[src/rtl/seq_pattern_pkg.sv]
// Shared definitions for the serial pattern detector.
// Contents:
//   PAT_LEN_MAX - largest supported pattern length
//   pat_t       - pattern word at the maximum length
//   fill_width  - width of the fill counter for a given pattern length
package seq_pattern_pkg;

   localparam int unsigned PAT_LEN_MAX = 32;

   typedef logic [PAT_LEN_MAX-1:0] pat_t;

   // The fill counter must represent 0..len inclusive.
   function automatic int unsigned fill_width(input int unsigned len);
      return $clog2(len + 1);
   endfunction

endpackage

[src/rtl/seq_pattern_detector_sat_counter.sv]
// Saturating up-counter with synchronous clear.
// Ports:
//   clk - clock
//   rst - synchronous active-high reset
//   clr - clear the count
//   inc - count one event
//   cnt - current count
//   sat - count is all-ones
// When clr and inc arrive together, the clear applies first and the event is counted.
module sat_counter
   import seq_pattern_pkg::*;
#(
   parameter int unsigned W = 8
) (
   input  logic         clk,
   input  logic         rst,
   input  logic         clr,
   input  logic         inc,
   output logic [W-1:0] cnt,
   output logic         sat
);

   logic [W-1:0] cnt_q, cnt_d, cnt_base;

   always_comb begin
      cnt_base = clr ? '0 : cnt_q;
      cnt_d    = cnt_base;
      if (inc && (cnt_base != '1)) begin
         cnt_d = cnt_base + W'(1);
      end
   end

   always_ff @(posedge clk) begin
      if (rst) begin
         cnt_q <= '0;
      end else begin
         cnt_q <= cnt_d;
      end
   end

   assign cnt = cnt_q;
   assign sat = (cnt_q == '1);

endmodule

[src/rtl/seq_pattern_detector.sv]
// Serial pattern detector with a runtime-programmable pattern.
// One bit is accepted per in_valid cycle; the first received bit lines up with the pattern MSB.
// Ports:
//   clk, rst     - clock, synchronous active-high reset
//   in_valid     - in_bit is accepted this cycle
//   in_bit       - serial data bit
//   overlap      - 1: overlapping detection, 0: restart after each hit
//   cfg_we       - load cfg_pattern, clear history (the in_bit of this cycle is dropped)
//   cfg_pattern  - new pattern
//   cnt_clr      - clear the match counter
//   match        - registered one-cycle pulse per detection
//   fill         - number of valid history bits, 0..PAT_LEN
//   match_cnt    - saturating detection count
//   cnt_sat      - match_cnt is all-ones
// Build option: define PATDET_MATCH_COUNT_EN to include the match counter; otherwise
// match_cnt and cnt_sat read 0 and cnt_clr is ignored.
module seq_pattern_detector
   import seq_pattern_pkg::*;
#(
   parameter int unsigned        PAT_LEN     = 5,
   parameter logic [PAT_LEN-1:0] RST_PATTERN = 5'b11011,
   parameter int unsigned        CNT_W       = 8
) (
   input  logic                            clk,
   input  logic                            rst,
   input  logic                            in_valid,
   input  logic                            in_bit,
   input  logic                            overlap,
   input  logic                            cfg_we,
   input  logic [PAT_LEN-1:0]              cfg_pattern,
   input  logic                            cnt_clr,
   output logic                            match,
   output logic [fill_width(PAT_LEN)-1:0]  fill,
   output logic [CNT_W-1:0]                match_cnt,
   output logic                            cnt_sat
);

   localparam int unsigned     FillW    = fill_width(PAT_LEN);
   localparam logic [FillW-1:0] FillFull = FillW'(PAT_LEN);

   logic [PAT_LEN-1:0] hist_q, hist_d, hist_shift;
   logic [PAT_LEN-1:0] pat_q, pat_d;
   logic [FillW-1:0]   fill_q, fill_d, fill_inc;
   logic               match_q, match_d;
   logic               hit;

   always_comb begin
      hist_shift = {hist_q[PAT_LEN-2:0], in_bit};
      fill_inc   = (fill_q == FillFull) ? fill_q : fill_q + FillW'(1);
      // A hit needs a full window of bits received since the last restart.
      hit        = in_valid && !cfg_we && (hist_shift == pat_q) && (fill_inc == FillFull);

      hist_d  = hist_q;
      fill_d  = fill_q;
      pat_d   = pat_q;
      match_d = 1'b0;

      if (cfg_we) begin
         pat_d  = cfg_pattern;
         hist_d = '0;
         fill_d = '0;
      end else if (in_valid) begin
         hist_d  = hist_shift;
         // Non-overlapping mode restarts the window; history keeps shifting.
         fill_d  = (hit && !overlap) ? '0 : fill_inc;
         match_d = hit;
      end
   end

   always_ff @(posedge clk) begin
      if (rst) begin
         hist_q  <= '0;
         fill_q  <= '0;
         pat_q   <= RST_PATTERN;
         match_q <= 1'b0;
      end else begin
         hist_q  <= hist_d;
         fill_q  <= fill_d;
         pat_q   <= pat_d;
         match_q <= match_d;
      end
   end

   assign match = match_q;
   assign fill  = fill_q;

`ifdef PATDET_MATCH_COUNT_EN
   sat_counter #(
      .W (CNT_W)
   ) u_sat_counter (
      .clk (clk),
      .rst (rst),
      .clr (cnt_clr),
      .inc (hit),
      .cnt (match_cnt),
      .sat (cnt_sat)
   );
`else
   logic unused_cnt_clr;
   assign unused_cnt_clr = cnt_clr;
   assign match_cnt      = '0;
   assign cnt_sat        = 1'b0;
`endif

endmodule

[config.mk]
export PLATFORM = sky130hd
export DESIGN_NAME = seq_pattern_detector
export DESIGN_NICKNAME = d
export VERILOG_FILES = /design/src/rtl/seq_pattern_pkg.sv /design/src/rtl/seq_pattern_detector_sat_counter.sv /design/src/rtl/seq_pattern_detector.sv
export SDC_FILE = /design/constraint.sdc
export NUM_CORES = 1
export LEC_CHECK = 0
export CAP_MARGIN = 30
export CELL_PAD_IN_SITES_DETAIL_PLACEMENT = 1
export CELL_PAD_IN_SITES_GLOBAL_PLACEMENT = 1
export CORE_ASPECT_RATIO = 1.5
export CORE_MARGIN = 1
export CORE_UTILIZATION = 25
export DETAILED_ROUTE_END_ITERATION = 6
export DONT_BUFFER_PORTS = 1
export GPL_TIMING_DRIVEN = 1
export MAX_ROUTING_LAYER = met4
export PLACE_DENSITY = 0.59
export SETUP_SLACK_MARGIN = 0.2
export SLEW_MARGIN = 25
export SYNTH_ARGS = -nofsm -noshare
export SYNTH_HDL_FRONTEND = slang
export SYNTH_SLANG_ARGS = --single-unit
[constraint.sdc]
create_clock -name clk -period 3.64 [get_ports clk]
set_input_delay 0.728 -clock clk [delete_from_list [all_inputs] [get_ports clk]]
set_output_delay 0.728 -clock clk [all_outputs]
set_load 0.02 [all_outputs]
==> run metrics <==
max-cap violations=0; GRT Residual Overflow=0; CP endpoint kind=flop; drt first-iter violations=2; commonest non-fill, non-tap cell in the layout=dfxtp_1; Seq/Total Area, Yosys=a little under two fifths; clk root buf=clkbuf_8; Worst EP required=3.81 ns; most used flip-flop cell after synthesis=dfxtp_1; nets@finish=90; fmax=between 0.4 and 0.5 GHz; Setup Buffers After CTS=0; part of the cycle the worst path needs=56.50%; post-cts resize count=0; vias in the first global route=492; Pwr Total=roughly 0.00031 W; peak supply drop=197.6 uV; clock skew=0.002245 ns; Die Span Y=66.84 microns; met3 routed WL=99 microns; area growth from synthesis to layout=5.893%; largest net degree at the start of global routing=12; syn_area_per_cell=9.342 sq um; Clk pin slew, worst setup/hold paths=0.05 ns; status=finished, final reports clean; synth warn=0; Antenna Nets Post-Route=0; Critical Path Source Type=flop; Final WS setup=1.584 ns; critical path class=reg2reg; antenna cells=0; routability cong.=0.6875; Final Max Tran Viols=0; Gate Count Post-Synth=75; fillers=323; unrepaired setup endpoints after global routing=no; DR WL met2=between 700 and 800 microns; PortBufs=0; Detail Placement HPWL=995.1 microns; Pleak=0.2939 nW; DP Area=696.9 sq um; Non-Filler Instances=112; die area=slightly above 3000 sq um; Final min period=2.056 ns; TritonCTS clock tree=built; Initial Util=26.18%; # clock sinks=13; Vias=486; EDFF count, synth=0; Bufs on Longest Clock Path=2; I/O Pins=25; Core Rows=23; H-tree lvl count=1; Worst Hold Class=reg2reg; Top Metal Used=met4; final setup fails=0; initial antenna violation count=0; share of cells above drive strength 1=between 6 and 7%; Synth Register Bits=13; die width=45.23 microns; placed insts=108; vias per std cell=4.339; most frequent cells in the layout=dfxtp_1, conb_1, nor2_1, nor2b_1, mux2i_1; Total Routed Length=~1400 microns; first-pass GRT wire length=approximately 2300 microns; Post-route DRC=0; gr usage total=11.39%; drt pass-1 iters=2; drt wl/cell=12.21 microns; M1 WL=516 microns; worst skew pair latency=0.24 ns; Hold Fails Final Rpt=0; Post-synth ARST share=0%; Worst Path Arrival=2.23 ns; Mapped Area=700.7 sq um; Synth cell types=28; Setup Total Neg Slack=0 ns; cts bufs inserted=3; Pwr per Cell Area=421.4 nW/um^2; hold buffer count at CTS=0; fin area=742.0 sq um; core area=between 2000 and 3000 sq um; Critical Path Fanout Max=9; worst slack, placed=about 1.7 ns
flip-flops by register name, summed over array words and instances (netlist names):
register and flops:
hist_q 4, pat_q 5, fill 3, match 1
final timing paths:
path	startpoint	end	depth (start not counted)	slack (ns)
max	fill[0]	fill[2]	6	1.58
min	pat_q[2]	pat_q[2]	2	0.52
max reg2reg	fill[0]	fill[2]	6	1.58
min reg2reg	pat_q[2]	pat_q[2]	2	0.52
area by class of cell:
type                    count  area [sq um]  area share [%]
flip-flops and latches     13         260.3           35.08
inverters                   1         3.754          0.5059
well taps                  37         46.29           6.239
multi-input cells          57         386.6           52.11
clock buffers               4         45.04           6.071
layer usage:
layer  vias up  track usage, %
met5         -               -
met4         0           9.091
met3         4           4.065
met2        19           17.39
met1       220           11.39
li1        243               -
per-stage QoR:
| stage | hold slack (ns) | utilization (%) |
|---|---|---|
| after floorplan | 0.4804 | - |
| after global placement | 0.5009 | 26.04 |
| after detailed placement | 0.5203 | 26.04 |
| after CTS | 0.5365 | 27.72 |
| after global routing | 0.5400 | 27.72 |
| final | 0.5224 | 27.72 |
critical path, cell delays in order (launching register included):
cell and delay [ns]:
dfxtp_1 0.60, ha_1 0.34, nor2b_1 0.14, o311ai_1 0.38, nand4b_1 0.22, nand2_1 0.10, a211oi_2 0.20
synthesized netlist by cell type (all sizes together), types with 2 or more instances:
cell type,count,area [sq um]
xnor2,2,17.52
nand2,3,11.26
nor3,2,10.01
xor2,3,26.28
mux2i,5,50.05
nor2,6,22.52
a21oi,2,10.01
dfxtp,13,260.3
ha,2,25.02
nor2b,6,37.54
clkbuf,2,7.510
nand4b,2,17.52
a211o,4,35.03
buf,10,72.56
cell families (layout without fill, tap and decap cells):
group           after synthesis  count (layout)  synth area share, %
compound gates               11              11                12.86
mux                           5               5                7.143
fa+ha+maj                     2               2                3.571
buf+inv                      13               5                11.96
other cells                   1               9               0.5352
xor+xnor                      5               5                6.251
simple gates                 25              25                20.54
flops                        13              13                37.14
report_power, final:
part	leakage [nW]	switching (W)	total, W	internal, W
Combinational	0.165	0.0000173	0.0000301	0.0000128
Sequential	0.106	0.00000566	0.000153	0.000148
Clock	0.0228	0.0000518	0.000129	0.0000774
(Power assumes the default switching activity.)
